<file path="config.mk">
export PLATFORM = sky130hd
export DESIGN_NAME = ws2812b_frame_streamer
export DESIGN_NICKNAME = d
export VERILOG_FILES = /design/src/rtl/ws2812b_frame_streamer_pkg.sv /design/src/rtl/ws2812b_frame_streamer_grb_scale.sv /design/src/rtl/ws2812b_frame_streamer.sv
export SDC_FILE = /design/constraint.sdc
export NUM_CORES = 1
export LEC_CHECK = 0
export BUFFER_PORTS_ARGS = -buffer_cell sky130_fd_sc_hd__clkbuf_2
export CAP_MARGIN = 25
export CORE_UTILIZATION = 40
export CTS_CLUSTER_DIAMETER = 150
export DETAILED_ROUTE_END_ITERATION = 12
export MAX_ROUTING_LAYER = met4
export SYNTH_ARGS = -nofsm -noshare
export SYNTH_HDL_FRONTEND = slang
export SYNTH_HIERARCHICAL = 1
export SYNTH_SLANG_ARGS = --single-unit
</file>
<file path="constraint.sdc">
create_clock -name clk20 -period 3.6 [get_ports clk20]
set_input_delay 0.18 -clock clk20 [delete_from_list [all_inputs] [get_ports clk20]]
set_output_delay 0.18 -clock clk20 [all_outputs]
set_load 0.05 [all_outputs]
</file>
<file path="src/rtl/ws2812b_frame_streamer_pkg.sv">
// Shared definitions for the WS2812B frame streamer: FSM encoding and GRB word layout.
package ws2812b_frame_streamer_pkg;

  localparam int WORD_W = 24;
  localparam int CH_W   = 8;
  localparam int G_LSB  = 16;
  localparam int R_LSB  = 8;
  localparam int B_LSB  = 0;

  typedef enum logic [2:0] {
    S_IDLE,
    S_FETCH,
    S_CAPTURE,
    S_OFFER,
    S_WAIT_LOW
  } state_t;

endpackage

</file>
<file path="src/rtl/ws2812b_frame_streamer_grb_scale.sv">
// Brightness scaler: each 8-bit GRB channel is shifted right independently.
module ws2812b_frame_streamer_grb_scale
  import ws2812b_frame_streamer_pkg::*;
(
  input  logic [WORD_W-1:0] color,
  input  logic [2:0]        shift,
  output logic [WORD_W-1:0] scaled
);

  // Shifting per slice keeps the upper channel's low bits out of the lower channel.
  always_comb begin
    scaled = '0;
    scaled[G_LSB +: CH_W] = color[G_LSB +: CH_W] >> shift;
    scaled[R_LSB +: CH_W] = color[R_LSB +: CH_W] >> shift;
    scaled[B_LSB +: CH_W] = color[B_LSB +: CH_W] >> shift;
  end

endmodule

</file>
<file path="src/rtl/ws2812b_frame_streamer.sv">
// Walks the LED matrix in strip order, reads the 1-bpp framebuffer and hands
// brightness-scaled GRB words to the WS2812B driver over valid/ready.
module ws2812b_frame_streamer
  import ws2812b_frame_streamer_pkg::*;
#(
  parameter int COLS       = 8,
  parameter int ROWS       = 8,
  parameter int SERPENTINE = 1,
  parameter int ADDR_W     = 6
) (
  input  logic              clk20,
  input  logic              reset,
  input  logic              start,
  input  logic [WORD_W-1:0] fg_color,
  input  logic [WORD_W-1:0] bg_color,
  input  logic [2:0]        brightness,
  output logic [ADDR_W-1:0] pix_addr,
  output logic              pix_rd,
  input  logic              pix_data,
  output logic [WORD_W-1:0] led_data,
  output logic              led_valid,
  output logic              led_latch,
  input  logic              led_ready,
  output logic              busy,
  output logic              frame_done
);

  localparam logic [ADDR_W-1:0] COL_LAST = ADDR_W'(COLS - 1);
  localparam logic [ADDR_W-1:0] ROW_LAST = ADDR_W'(ROWS - 1);
  localparam logic [ADDR_W-1:0] COLS_A   = ADDR_W'(COLS);

  state_t            state;
  logic [WORD_W-1:0] fg_sh;
  logic [WORD_W-1:0] bg_sh;
  logic [2:0]        br_sh;
  logic [ADDR_W-1:0] row;
  logic [ADDR_W-1:0] col;
  logic [ADDR_W-1:0] row_base;
  logic [ADDR_W-1:0] nxt_row;
  logic [ADDR_W-1:0] nxt_col;
  logic [ADDR_W-1:0] nxt_base;
  logic [WORD_W-1:0] scaled;
  logic              last;

  // row_base tracks row*COLS incrementally so no multiplier is needed.
  function automatic logic [ADDR_W-1:0] map_addr(input logic [ADDR_W-1:0] base,
                                                 input logic [ADDR_W-1:0] r,
                                                 input logic [ADDR_W-1:0] c);
    if (SERPENTINE != 0 && r[0])
      return base + (COL_LAST - c);
    else
      return base + c;
  endfunction

  ws2812b_frame_streamer_grb_scale grb_scale (
    .color  (pix_data ? fg_sh : bg_sh),
    .shift  (br_sh),
    .scaled (scaled)
  );

  assign last = (row == ROW_LAST) && (col == COL_LAST);

  always_comb begin
    nxt_col  = col + 1'b1;
    nxt_row  = row;
    nxt_base = row_base;
    if (col == COL_LAST) begin
      nxt_col  = '0;
      nxt_row  = row + 1'b1;
      nxt_base = row_base + COLS_A;
    end
  end

  always_ff @(posedge clk20) begin
    if (reset) begin
      state      <= S_IDLE;
      fg_sh      <= '0;
      bg_sh      <= '0;
      br_sh      <= '0;
      row        <= '0;
      col        <= '0;
      row_base   <= '0;
      pix_addr   <= '0;
      pix_rd     <= 1'b0;
      led_data   <= '0;
      led_valid  <= 1'b0;
      led_latch  <= 1'b0;
      busy       <= 1'b0;
      frame_done <= 1'b0;
    end else begin
      pix_rd     <= 1'b0;
      frame_done <= 1'b0;
      case (state)
        S_IDLE: begin
          // busy is still high during the frame_done cycle, so a start there is dropped.
          busy <= 1'b0;
          if (start && !busy) begin
            fg_sh    <= fg_color;
            bg_sh    <= bg_color;
            br_sh    <= brightness;
            row      <= '0;
            col      <= '0;
            row_base <= '0;
            pix_addr <= '0;
            pix_rd   <= 1'b1;
            busy     <= 1'b1;
            state    <= S_FETCH;
          end
        end
        S_FETCH: state <= S_CAPTURE;
        S_CAPTURE: begin
          led_data  <= scaled;
          led_latch <= last;
          led_valid <= 1'b1;
          state     <= S_OFFER;
        end
        S_OFFER: begin
          if (led_ready) begin
            led_valid <= 1'b0;
            state     <= S_WAIT_LOW;
          end
        end
        S_WAIT_LOW: begin
          // The driver's registered ready lingers one cycle after acceptance.
          if (!led_ready) begin
            if (led_latch) begin
              frame_done <= 1'b1;
              led_latch  <= 1'b0;
              state      <= S_IDLE;
            end else begin
              col      <= nxt_col;
              row      <= nxt_row;
              row_base <= nxt_base;
              pix_addr <= map_addr(nxt_base, nxt_row, nxt_col);
              pix_rd   <= 1'b1;
              state    <= S_FETCH;
            end
          end
        end
        default: state <= S_IDLE;
      endcase
    end
  end

endmodule
</file>
==> impl_metrics.sql, run 1 <==
INSERT INTO impl_metrics (metric_group, metric, value, unit) VALUES
('sta', 'finalCritPeriodShare', '87.3', '%'),
('worst_setup_path', 'timing.critical_path.from_type', 'flip-flop', ''),
('yosys', 'avgSynthCellArea', '8.17', 'um2'),
('cells_and_area', 'multi_input_area', '2950', 'um2'),
('global_route', 'grt_busiest_layer', 'met2', ''),
('floorplanning', 'initial_utilization', '41.4', '%'),
('clock_tree', 'clk_pin_slew', '70', 'ps'),
('outcome', 'status', 'complete, no violations', ''),
('yosys', 'synth_compound_gate_area_share', '15.3', '%'),
('yosys', 'post_synthesis_share_of_cell_area_spent_on_and_or_nand_and_nor_gates', '22.3', '%'),
('yosys', 'synth.yosys.seq_area_share', '39.4', '%'),
('yosys', 'synthesis.yosys.warnings', '6', ''),
('place', 'dpl.hpwl', '9050', 'um'),
('clock_tree', 'post_cts.repair.setup_buffers', '0', ''),
('power_and_ir_drop', 'power.density_cell_area', '464', 'nW/um2'),
('clock_tree', 'cts.path.max_buffers', '2', ''),
('global_route', 'grt.met1_usage', '22.4', '%'),
('worst_hold_path', 'worstHoldStart', 'fg_color[13]', ''),
('global_route', 'initial_antenna_violation_count', '0', ''),
('cells_and_area', 'seqCellArea', '2080', 'um2'),
('yosys', 'muxShareOfSynthArea', '11.8', '%'),
('worst_setup_path', 'cp_top_family', 'adder cells', ''),
('worst_hold_path', 'whs_path_depth', '3', ''),
('sta', 'tightest_slew', '898', 'ps'),
('clock_tree', 'cts_tree', 'done', ''),
('floorplanning', 'die-area', '13700', 'um2'),
('sta', 'finalSetupTns', '0', 'ps'),
('sta', 'worst_slew_margin_rel', '40.1', '%'),
('clock_tree', 'numClockSinks', '104', ''),
('power_and_ir_drop', 'cellLeakagePower', '0.00237', 'uW'),
('yosys', 'synthDominantAreaCellType', 'sky130_fd_sc_hd__dfxtp_1', ''),
('global_route', 'number_of_global_route_vias_before_repair', '4450', ''),
('sta', 'timing.fmax', '318', 'MHz'),
('worst_setup_path', 'rr_startpoint', 'col[0]$_SDFFE_PP0P_', ''),
('worst_setup_path', 'crit_chain', 'ha_1 -> nand2_1 -> or4_1 -> xnor2_1 -> ha_1 -> ha_1 -> xor2_1 -> mux2_2 -> a22oi_1 -> nor2_1', ''),
('clock_tree', 'cts-hold-fix-buffers', '0', ''),
('worst_setup_path', 'timing.setup.critical_path_class', 'flip-flop to flip-flop', ''),
('global_route', 'grt_pass1_wl', '20300', 'um'),
('worst_setup_path', 'cp.buffers_inverters', '0', ''),
('sta', 'layout_min_cycle_time', '3140', 'ps'),
('worst_setup_path', 'crit_path_max_incr_delay', '640', 'ps'),
('yosys', 'distinct_cell_type_count_of_the_synthesized_netlist', '64', ''),
('clock_tree', 'ctsHtreeMaxLevel', '3', ''),
('drt', 'drc', '0', ''),
('yosys', 'post_synth_inst_count', '647', ''),
('worst_setup_path', 'reg2reg_depth', '10', ''),
('yosys', 'synth_adder_area_share', '2.60', '%'),
('sta', 'clock-skew-final', '6.68', 'ps'),
('drt', 'initialDrtViolationCount', '226', ''),
('place', 'place.port_buffers', '90', ''),
('worst_setup_path', 'rr_endpoint', 'pix_addr[3]$_SDFFE_PP0P_', ''),
('worst_setup_path', 'path_common_cell', 'sky130_fd_sc_hd__ha_1', ''),
('global_route', 'overflow', '0', ''),
('clock_tree', 'cts_root_buffer', 'sky130_fd_sc_hd__clkbuf_16', ''),
('floorplanning', 'fp.dieH', '117', 'um'),
('sta', 'final_max_slew_viol_count', '0', ''),
('yosys', 'synth-async-reset-ratio', '0', '%'),
('worst_setup_path', 'critical_path.endpoint_type', 'flip-flop', ''),
('yosys', 'yosys_register_bits', '104', ''),
('yosys', 'synth_top_area_share', '39.4', '%'),
('worst_setup_path', 'r2r_setup_slack', '460', 'ps'),
('worst_setup_path', 'worstPathArrival', '3360', 'ps'),
('clock_tree', 'clk-insertion-delay-late', '350', 'ps'),
('worst_setup_path', 'critPathSlowestCell', 'sky130_fd_sc_hd__or4_1', ''),
('yosys', 'post_synth_xor_area_fraction', '3.57', '%'),
('sta', 'final_critical_path_setup_slack', '459', 'ps'),
('drt', 'routed_wire_length_per_instance', '14.0', 'um'),
('floorplanning', 'floorplan.rows', '41', ''),
('yosys', 'synth_edf_count', '0', ''),
('clock_tree', 'cts_resized', '0', ''),
('sta', 'finalHoldViolCount', '0', '');
[Yosys cell counts, types with 3 or more instances]
master	count
sky130_fd_sc_hd__nand2_1	174
sky130_fd_sc_hd__dfxtp_1	104
sky130_fd_sc_hd__a21oi_1	95
sky130_fd_sc_hd__mux2_2	30
sky130_fd_sc_hd__nor2_1	29
sky130_fd_sc_hd__clkbuf_1	27
sky130_fd_sc_hd__mux2i_1	21
sky130_fd_sc_hd__o21ai_0	12
sky130_fd_sc_hd__xnor2_1	12
sky130_fd_sc_hd__buf_2	11
sky130_fd_sc_hd__ha_1	11
sky130_fd_sc_hd__inv_1	8
sky130_fd_sc_hd__xor2_1	7
sky130_fd_sc_hd__a22oi_1	6
sky130_fd_sc_hd__and2_1	6
sky130_fd_sc_hd__nor3_1	6
sky130_fd_sc_hd__nand2b_1	5
sky130_fd_sc_hd__nor4_1	5
sky130_fd_sc_hd__nand3_1	4
sky130_fd_sc_hd__nand4_1	4
sky130_fd_sc_hd__nor3_2	4
sky130_fd_sc_hd__o22a_1	4
sky130_fd_sc_hd__a211oi_1	3
sky130_fd_sc_hd__and3_1	3
sky130_fd_sc_hd__buf_6	3
sky130_fd_sc_hd__nand3b_1	3
sky130_fd_sc_hd__nor2b_1	3
sky130_fd_sc_hd__nor3b_1	3
sky130_fd_sc_hd__o221ai_1	3
[how the worst max path moves through the flow]
stage	start	endpoint	slack (ps)	cells past startpoint
floorplan	col[0]$_SDFFE_PP0P_	pix_addr[3]$_SDFFE_PP0P_	840	11
global placement	col[0]$_SDFFE_PP0P_	pix_addr[3]$_SDFFE_PP0P_	610	10
detailed placement	col[0]$_SDFFE_PP0P_	pix_addr[3]$_SDFFE_PP0P_	490	10
CTS	col[0]$_SDFFE_PP0P_	pix_addr[3]$_SDFFE_PP0P_	470	10
global route	col[0]$_SDFFE_PP0P_	pix_addr[3]$_SDFFE_PP0P_	220	10
finish	col[0]$_SDFFE_PP0P_	pix_addr[3]$_SDFFE_PP0P_	460	10
[kinds of logic after synthesis]
group	after synthesis
other cells	1
buf+inv	55
simple gates	262
xor+xnor	20
flops	104
fa+ha+maj	11
mux	54
compound gates	140
[sequential cells by signal, summed over array words and instances, names as in the netlist]
| register | flops |
|---|---|
| frame_done | 1 |
| bg_sh | 24 |
| fg_sh | 24 |
| led_valid | 1 |
| led_data | 24 |
| led_latch | 1 |
| col | 6 |
| br_sh | 3 |
| busy | 1 |
| pix_addr | 6 |
| pix_rd | 1 |
| state | 3 |
| row_base | 3 |
| row | 6 |
[per-layer routing]
metal | routed length, um | part of all wire, %
met5 | 0 | 0
met1 | 5490 | 44
met4 | 126 | 1.0
met2 | 6320 | 51
met3 | 507 | 4.1
[final cells by class]
cell class | instances | area share (%)
sequential | 104 | 34.2
timing repair buffer | 97 | 8.26
multi-input combinational | 490 | 48.4
tap | 172 | 3.53
clock buffer | 10 | 3.92
inverter | 9 | 0.555
clock inverter | 4 | 1.15
[metrics by stage]
step                cell area, um2  utilization, %  hold slack, ps  power, uW  cells
finish                        6090            47.7            46.4       2830    886
global route                  6090            47.7            42.9       2960    886
CTS                           6090            47.7            33.3       2860    886
detailed placement            5780            45.3             411       1830    872
global placement              5780            45.3             404       1820    872
floorplan                     5300               -             257       1700    649
[report_power, final]
| group | internal [uW] | total [uW] | switching (uW) |
|---|---|---|---|
| registers | 1220 | 1280 | 53.5 |
| logic | 185 | 526 | 341 |
| clock network | 618 | 1030 | 408 |
| total | 2020 | 2830 | 803 |
[worst min-delay path: stages]
cell,delay [ps]
sky130_fd_sc_hd__clkbuf_2,80
sky130_fd_sc_hd__nand2_1,40
sky130_fd_sc_hd__a21oi_1,50
Note: power is estimated with default switching activity, not from simulation.
==> inputs of run 2 (changes only) <==
--- a/config.mk
+++ b/config.mk
@@ -5,6 +5,7 @@
 export SDC_FILE = /design/constraint.sdc
 export NUM_CORES = 1
 export LEC_CHECK = 0
+export ABC_AREA = 1
 export BUFFER_PORTS_ARGS = -buffer_cell sky130_fd_sc_hd__clkbuf_2
 export CAP_MARGIN = 25
 export CORE_UTILIZATION = 40
==> run 2 against run 1 <==
Effect of this change: register-to-register slack gained 610 ps; cell count grew 15%; via count grew 10%; combinational power grew to 2.5 times the previous value; synthesized area down 1.3%; worst setup slack better by 610 ps; die area is 1.3% lower; sequential share of layout area increased by 0.25 points; synthesized cell count increased by 20%; critical endpoint is now pix_addr[5]$_SDFFE_PP0P_.
==> impl_metrics.sql, run 2 <==
INSERT INTO impl_metrics (metric_group, metric, value, unit) VALUES
('outcome', 'status', 'complete, no violations', ''),
('power_and_ir_drop', 'switching_share', '39.4', '%'),
('clock_tree', 'cts_resized', '0', ''),
('place', 'globalplace.congestion', '0.834', ''),
('clock_tree', 'cts-hold-fix-buffers', '0', ''),
('drt', 'routed_wire_length_per_instance', '13.2', 'um'),
('yosys', 'synth_top_area_share', '39.9', '%'),
('clock_tree', 'cts_made_buffers', '9', ''),
('global_route', 'initial_antenna_violation_count', '0', ''),
('global_route', 'largest_net_degree_at_the_start_of_global_routing', '81', ''),
('yosys', 'distinct_cell_type_count_of_the_synthesized_netlist', '35', ''),
('global_route', 'grt_pass1_wl', '22400', 'um'),
('clock_tree', 'ctsHtreeMaxLevel', '3', ''),
('sta', 'finalHoldViolCount', '0', ''),
('worst_setup_path', 'worstPathArrival', '2810', 'ps'),
('drt', 'ant_nets', '0', ''),
('power_and_ir_drop', 'power.clock.fraction', '26.8', '%'),
('yosys', 'synth.yosys.seq_area_share', '39.9', '%'),
('power_and_ir_drop', 'cellLeakagePower', '0.00273', 'uW'),
('cells_and_area', 'layout_common_cells', '165 x sky130_fd_sc_hd__nand2_1, 129 x sky130_fd_sc_hd__nor2_1, 105 x sky130_fd_sc_hd__o21ai_0', ''),
('yosys', 'synthDominantAreaCellType', 'sky130_fd_sc_hd__dfxtp_1', ''),
('sta', 'finalCritPeriodShare', '70.4', '%'),
('drt', 'via_count', '5069', ''),
('floorplanning', 'initial_utilization', '41.2', '%'),
('sta', 'setup-violations-final', '0', ''),
('yosys', 'synth.most_common_cell', 'sky130_fd_sc_hd__nand2_1', ''),
('floorplanning', 'floorplan.rows', '41', ''),
('worst_setup_path', 'crit_path_max_incr_delay', '370', 'ps'),
('place', 'placed_cell_area', '5730', 'um2'),
('power_and_ir_drop', 'power.density_cell_area', '641', 'nW/um2'),
('place', 'detailedPlace.worstSlack', '1120', 'ps'),
('yosys', 'synth_flop_cell', 'sky130_fd_sc_hd__dfxtp_1', ''),
('drt', 'initialDrtViolationCount', '352', ''),
('cells_and_area', 'layout.cells.most_common', 'sky130_fd_sc_hd__nand2_1', ''),
('cells_and_area', 'num-nets-final', '911', ''),
('floorplanning', 'die-area', '13500', 'um2'),
('floorplanning', 'fp.coreArea', '12700', 'um2'),
('power_and_ir_drop', 'internal_power', '2350', 'uW'),
('drt', 'avgViaCountPerCell', '4.96', ''),
('sta', 'final_max_slew_viol_count', '0', ''),
('power_and_ir_drop', 'power.net_switching', '1520', 'uW'),
('sta', 'final_critical_path_setup_slack', '1060', 'ps'),
('clock_tree', 'cts.path.max_buffers', '2', ''),
('yosys', 'synthesis.yosys.warnings', '6', ''),
('worst_hold_path', 'timing.hold.worst.class', 'primary input to flip-flop', ''),
('sta', 'clock-skew-final', '7.65', 'ps'),
('place', 'dpl.hpwl', '9490', 'um'),
('yosys', 'synth_edf_count', '0', ''),
('yosys', 'synth.cell_area', '5220', 'um2'),
('worst_setup_path', 'crit_chain', 'ha_1 -> nand2_1 -> nor2_2 -> nand2_4 -> nand2_1 -> nand2_1 -> ha_1 -> inv_1 -> ha_1 -> nor2_1 -> nand2_1 -> xor2_1 -> nand3_1 -> nand3_1 -> nand3_1 -> a21oi_1', ''),
('cells_and_area', 'antennaDiodeCount', '0', ''),
('sta', 'grt_setup_unrepaired', 'no', ''),
('job', 'maxCapViolCount', '0', ''),
('floorplanning', 'ioPinCount', '91', ''),
('place', 'place.port_buffers', '90', ''),
('sta', 'worst_slew_margin_rel', '44.2', '%'),
('sta', 'finalSetupTns', '0', 'ps'),
('clock_tree', 'cts_root_buffer', 'sky130_fd_sc_hd__clkbuf_16', ''),
('yosys', 'post_synth_inst_count', '778', ''),
('global_route', 'overflow', '0', ''),
('sta', 'timing.fmax', '394', 'MHz'),
('cells_and_area', 'post-route-cell-area', '6040', 'um2'),
('yosys', 'avgSynthCellArea', '6.71', 'um2'),
('worst_setup_path', 'cp_data_required_time', '3880', 'ps'),
('global_route', 'number_of_global_route_vias_before_repair', '4797', ''),
('sta', 'tightest_slew', '833', 'ps'),
('worst_setup_path', 'critPathSlowestCell', 'sky130_fd_sc_hd__dfxtp_1', ''),
('cells_and_area', 'instances_no_fill', '1021', ''),
('drt', 'drc', '0', ''),
('power_and_ir_drop', 'worst_ir_drop_vdd', '228', 'uV'),
('worst_setup_path', 'cp_top_family', 'simple AND/OR/NAND/NOR gates', ''),
('clock_tree', 'numClockSinks', '104', ''),
('drt', 'wirelength', '13400', 'um'),
('yosys', 'yosys_register_bits', '104', ''),
('worst_setup_path', 'critical_path.endpoint_type', 'flip-flop', ''),
('clock_tree', 'cts_tree', 'done', ''),
('yosys', 'yosys-top-cells-area', 'sky130_fd_sc_hd__dfxtp_1 40%, sky130_fd_sc_hd__nand2_1 12%, sky130_fd_sc_hd__o21ai_0 10%', ''),
('cells_and_area', 'layout-area-overhead-vs-synth', '15.8', '%'),
('clock_tree', 'post_cts.repair.setup_buffers', '0', ''),
('floorplanning', 'die_width', '116', 'um'),
('drt', 'dr.pass1.iters', '4', ''),
('yosys', 'ys_top_cells_by_count', '165 x sky130_fd_sc_hd__nand2_1, 129 x sky130_fd_sc_hd__nor2_1, 105 x sky130_fd_sc_hd__o21ai_0', ''),
('power_and_ir_drop', 'p_comb_share', '34.7', '%'),
('clock_tree', 'clk_pin_slew', '70', 'ps'),
('place', 'dpl.cell_count', '1005', ''),
('worst_setup_path', 'crit_fanout', '8', ''),
('floorplanning', 'fp.dieH', '116', 'um'),
('worst_setup_path', 'path_common_cell', 'sky130_fd_sc_hd__nand2_1', ''),
('worst_setup_path', 'cp.buffers_inverters', '1', ''),
('power_and_ir_drop', 'p_seq_share', '38.5', '%'),
('power_and_ir_drop', 'power', '3870', 'uW'),
('sta', 'layout_min_cycle_time', '2540', 'ps'),
('cells_and_area', 'layout-drive-gt1-share', '15.9', '%'),
('worst_setup_path', 'timing.critical_path.from_type', 'flip-flop', ''),
('cells_and_area', 'top_regs', 'bg_sh (24), fg_sh (24), led_data (24)', ''),
('worst_setup_path', 'timing.setup.critical_path_class', 'flip-flop to flip-flop', ''),
('global_route', 'globalRouteTotalUtil', '21.8', '%'),
('clock_tree', 'clk-insertion-delay-late', '350', 'ps'),
('yosys', 'synth-async-reset-ratio', '0', '%');
[run 2: changes by cell type in the layout (fill, tap and decap cells not counted), sizes merged, moves of 5 or more]
cell,previous run,this run
nand3,5,69
nand2b,5,0
and2,6,0
nor2,31,133
inv,8,57
mux2,30,0
xnor2,12,1
clkbuf,99,104
a21oi,96,52
o21ai,14,108
nor4,6,0
a22oi,6,0
mux2i,21,0
nor3,11,6
[run 2: cells by family after synthesis]
group / count (synthesis) / synth area share, %
AND/OR/NAND/NOR: 388 / 31.8
AO/OA/AOI/OAI: 166 / 16.3
flip-flops: 104 / 39.9
buffers and inverters: 103 / 8.53
adder cells (fa/ha/maj): 11 / 2.64
XOR/XNOR: 5 / 0.839
other: 1 / 0.0718
[run 2: final timing paths]
path,startpoint,cells past startpoint,slack [ps],end
worst max-delay path,col[0]$_SDFFE_PP0P_,16,1060,pix_addr[5]$_SDFFE_PP0P_
worst min-delay path,fg_color[17],3,80,fg_sh[17]$_SDFFE_PP0P_
worst max register to register,col[0]$_SDFFE_PP0P_,16,1060,pix_addr[5]$_SDFFE_PP0P_
worst min register to register,bg_sh[21]$_SDFFE_PP0P_,2,450,bg_sh[21]$_SDFFE_PP0P_
[run 2: tightest hold or removal path: stages]
cell and delay, ps:
sky130_fd_sc_hd__clkbuf_2 70, sky130_fd_sc_hd__o21ai_0 70, sky130_fd_sc_hd__nor2_1 80
[run 2: power groups by stage]
| stage | Combinational, uW | Clock, uW | Sequential [uW] |
|---|---|---|---|
| after floorplan | 809 | 0 | 1750 |
| after global placement | 1330 | 0 | 1510 |
| after detailed placement | 1340 | 0 | 1520 |
| after CTS | 1350 | 1060 | 1500 |
| after global routing | 1520 | 1110 | 1520 |
| final | 1340 | 1040 | 1490 |
[run 2: area by class of cell]
type | instances | area [um2]
Clock buffer | 14 | 284
Clock inverter | 2 | 35.0
Fill cell | 1328 | 6630
Inverter | 60 | 226
Multi-Input combinational cell | 573 | 2710
Sequential cell | 104 | 2080
Tap cell | 172 | 215
Timing Repair Buffer | 96 | 495
[run 2: routing by layer]
metal  GRT usage [%]  part of all wire [%]  up-vias
li1                -                     -     2653
met3            3.17                   3.6       18
met4            8.97                   1.8        0
met5               -                     0        -
met1            27.9                    47     2293
met2            34.4                    47      105
[run 2: metrics by stage]
step	utilization, %	hold WS, ps
after floorplan	-	249
after global placement	45.2	433
after detailed placement	45.2	439
after CTS	47.7	72.4
after global routing	47.7	85.9
final	47.7	76.7
==> inputs of run 3 (changes only) <==
==> constraint.sdc (replaced) <==
create_clock -name clk20 -period 2.2 [get_ports clk20]
set_input_delay 0.11 -clock clk20 [delete_from_list [all_inputs] [get_ports clk20]]
set_output_delay 0.11 -clock clk20 [all_outputs]
set_load 0.05 [all_outputs]
==> run 3 against run 2 <==
Effect of this change: the run now ends with setup timing left; hold slack lost 67 ps; non-clock buffer count rose by 16; clock power grew 53%; via count up 2.6%; cell area rose by 3.4%; clock-buffer cell count is 2 lower; sequential power up 62%; cell count is 1.5% higher; first-iteration DRC count decreased by 24%; core utilization increased by 1.6 points; flip-flop and latch count unchanged; die area unchanged; critical endpoint unchanged; highest routed layer unchanged.
==> impl_metrics.sql, run 3 (synthesized netlist as in run 2, its figures left out) <==
INSERT INTO impl_metrics (metric_group, metric, value, unit) VALUES
('cells_and_area', 'final_core_util', '49.3', '%'),
('drt', 'wirelength', '13600', 'um'),
('worst_setup_path', 'timing.setup.critical_path_class', 'flip-flop to flip-flop', ''),
('place', 'dpl.hpwl', '9600', 'um'),
('floorplanning', 'die_width', '116', 'um'),
('outcome', 'failed_checks', 'setup timing', ''),
('floorplanning', 'ioPinCount', '91', ''),
('drt', 'routed_wire_length_per_instance', '13.2', 'um'),
('worst_setup_path', 'cp_top_family', 'simple AND/OR/NAND/NOR gates', ''),
('power_and_ir_drop', 'cellLeakagePower', '0.00281', 'uW'),
('cells_and_area', 'layout_common_cells', '161 x sky130_fd_sc_hd__nand2_1, 127 x sky130_fd_sc_hd__nor2_1, 105 x sky130_fd_sc_hd__o21ai_0', ''),
('drt', 'initialDrtViolationCount', '267', ''),
('sta', 'worst_slew_margin_rel', '62.8', '%'),
('place', 'placed_cell_area', '5850', 'um2'),
('drt', 'via_count', '5201', ''),
('power_and_ir_drop', 'p_comb_share', '35.7', '%'),
('worst_hold_path', 'timing.hold.worst.class', 'primary input to flip-flop', ''),
('power_and_ir_drop', 'power.clock.fraction', '25.5', '%'),
('worst_setup_path', 'crit_path_max_incr_delay', '340', 'ps'),
('worst_setup_path', 'crit_fanout', '2', ''),
('floorplanning', 'floorplan.rows', '41', ''),
('power_and_ir_drop', 'power.net_switching', '2480', 'uW'),
('clock_tree', 'cts_root_buffer', 'sky130_fd_sc_hd__clkbuf_16', ''),
('floorplanning', 'fp.coreArea', '12700', 'um2'),
('floorplanning', 'initial_utilization', '41.2', '%'),
('worst_setup_path', 'cp.buffers_inverters', '3', ''),
('cells_and_area', 'layout.cells.most_common', 'sky130_fd_sc_hd__nand2_1', ''),
('global_route', 'largest_net_degree_at_the_start_of_global_routing', '61', ''),
('worst_setup_path', 'critPathSlowestCell', 'sky130_fd_sc_hd__dfxtp_2', ''),
('power_and_ir_drop', 'internal_power', '3760', 'uW'),
('sta', 'final_critical_path_setup_slack', '-57.2', 'ps'),
('floorplanning', 'die-area', '13500', 'um2'),
('sta', 'final_max_slew_viol_count', '0', ''),
('power_and_ir_drop', 'switching_share', '39.7', '%'),
('clock_tree', 'cts.path.max_buffers', '2', ''),
('clock_tree', 'ctsHtreeMaxLevel', '3', ''),
('power_and_ir_drop', 'p_seq_share', '38.8', '%'),
('cells_and_area', 'top_regs', 'bg_sh (24), fg_sh (24), led_data (24)', ''),
('worst_setup_path', 'cp_data_required_time', '2490', 'ps'),
('drt', 'dr.pass1.iters', '5', ''),
('outcome', 'status', 'finished, violations left', ''),
('sta', 'finalHoldViolCount', '0', ''),
('sta', 'tightest_slew', '552', 'ps'),
('floorplanning', 'fp.dieH', '116', 'um'),
('power_and_ir_drop', 'worst_ir_drop_vdd', '440', 'uV'),
('worst_setup_path', 'crit_chain', 'ha_4 -> nand2_4 -> inv_2 -> nand2_2 -> xor2_2 -> inv_2 -> ha_4 -> inv_2 -> ha_4 -> nor2_4 -> nand2_2 -> xor2_2 -> nand3_1 -> nand3_2 -> nand3_2 -> a21oi_2', ''),
('global_route', 'globalRouteTotalUtil', '21.7', '%'),
('worst_setup_path', 'critical_path.endpoint_type', 'flip-flop', ''),
('sta', 'setup-violations-final', '1', ''),
('sta', 'finalCritPeriodShare', '103', '%'),
('sta', 'clock-skew-final', '5.41', 'ps'),
('clock_tree', 'clk_pin_slew', '70', 'ps'),
('global_route', 'number_of_global_route_vias_before_repair', '4781', ''),
('cells_and_area', 'post-route-cell-area', '6250', 'um2'),
('global_route', 'grt_pass1_wl', '22200', 'um'),
('drt', 'ant_nets', '0', ''),
('clock_tree', 'cts_tree', 'done', ''),
('power_and_ir_drop', 'power.density_cell_area', '997', 'nW/um2'),
('place', 'globalplace.congestion', '0.862', ''),
('cells_and_area', 'antennaDiodeCount', '0', ''),
('place', 'place.port_buffers', '90', ''),
('cells_and_area', 'num-nets-final', '927', ''),
('power_and_ir_drop', 'power', '6230', 'uW'),
('global_route', 'overflow', '0', ''),
('cells_and_area', 'layout-area-overhead-vs-synth', '19.7', '%'),
('worst_setup_path', 'timing.critical_path.from_type', 'flip-flop', ''),
('sta', 'layout_min_cycle_time', '2260', 'ps'),
('clock_tree', 'cts_made_buffers', '9', ''),
('cells_and_area', 'layout-drive-gt1-share', '19.6', '%'),
('worst_setup_path', 'worstPathArrival', '2550', 'ps'),
('drt', 'avgViaCountPerCell', '5.02', ''),
('sta', 'timing.fmax', '443', 'MHz'),
('clock_tree', 'clk-insertion-delay-late', '350', 'ps'),
('drt', 'drc', '0', ''),
('clock_tree', 'numClockSinks', '104', ''),
('job', 'maxCapViolCount', '0', ''),
('sta', 'grt_setup_unrepaired', 'yes', ''),
('global_route', 'initial_antenna_violation_count', '0', '');
-- run 3: repair_timing --
action / CTS / global route
gates resized for setup: 14 / 7
gates cloned: 0 / 0
setup endpoints to repair: 2 / 3
buffers inserted: 2 / 1
hold buffers: 0 / 0
pin swaps: 9 / 8
-- run 3: worst register-to-register path: cells and delay by family (launching register included) --
family                     cells  cell delay (ps)
AOI/OAI and AO/OA              1              120
xor gates and xnor gates       2              360
adders and majority gates      3              590
buffers and inverters          3              160
DFF                            1              340
and+or+nand+nor                7              620
-- run 3: cell type report --
cell class                 count  area, um2
fill                        1319       6420
multi-input combinational    573       2810
sequential                   104       2080
timing repair buffer         112        628
clock buffer                  12        246
inverter                      60        226
tap                          172        215
clock inverter                 3       42.5
-- run 3: path summary, 6_finish.rpt --
kind                                             start                        to  slack [ps]  depth (start not counted)
worst max-delay path               col[1]$_SDFFE_PP0P_  pix_addr[5]$_SDFFE_PP0P_         -60                         16
worst min-delay path                       fg_color[8]     fg_sh[8]$_SDFFE_PP0P_          10                          3
worst max register to register     col[1]$_SDFFE_PP0P_  pix_addr[5]$_SDFFE_PP0P_         -60                         16
worst min register to register  bg_sh[15]$_SDFFE_PP0P_    bg_sh[15]$_SDFFE_PP0P_         450                          2
-- run 3: metrics by stage --
step | setup TNS (ps) | hold slack, ps | setup slack [ps] | std cells
final | -57.2 | 10.0 | -57.2 | 1036
after global routing | -212 | 22.6 | -157 | 1036
after CTS | 0 | 2.20 | 0.214 | 1035
after detailed placement | -167 | 372 | -127 | 1018
after global placement | -42.5 | 366 | -42.5 | 1018
after floorplan | 0 | 179 | 0.204 | 780
-- run 3: power by group through the flow --
stage               registers (uW)  logic, uW  clock network (uW)
floorplan                     2860       1320                   0
global route                  2460       2510                1720
finish                        2420       2230                1590
CTS                           2420       2230                1640
detailed placement            2460       2220                   0
global placement              2450       2200                   0
-- run 3: per-layer routing --
layer | vias to the layer above | part of all wire (%) | global-route usage (%)
li1 | 2682 | - | -
met1 | 2375 | 45 | 25.5
met2 | 117 | 49 | 36.3
met3 | 27 | 3.1 | 3.48
met4 | 0 | 2.5 | 9.74
met5 | - | 0 | -
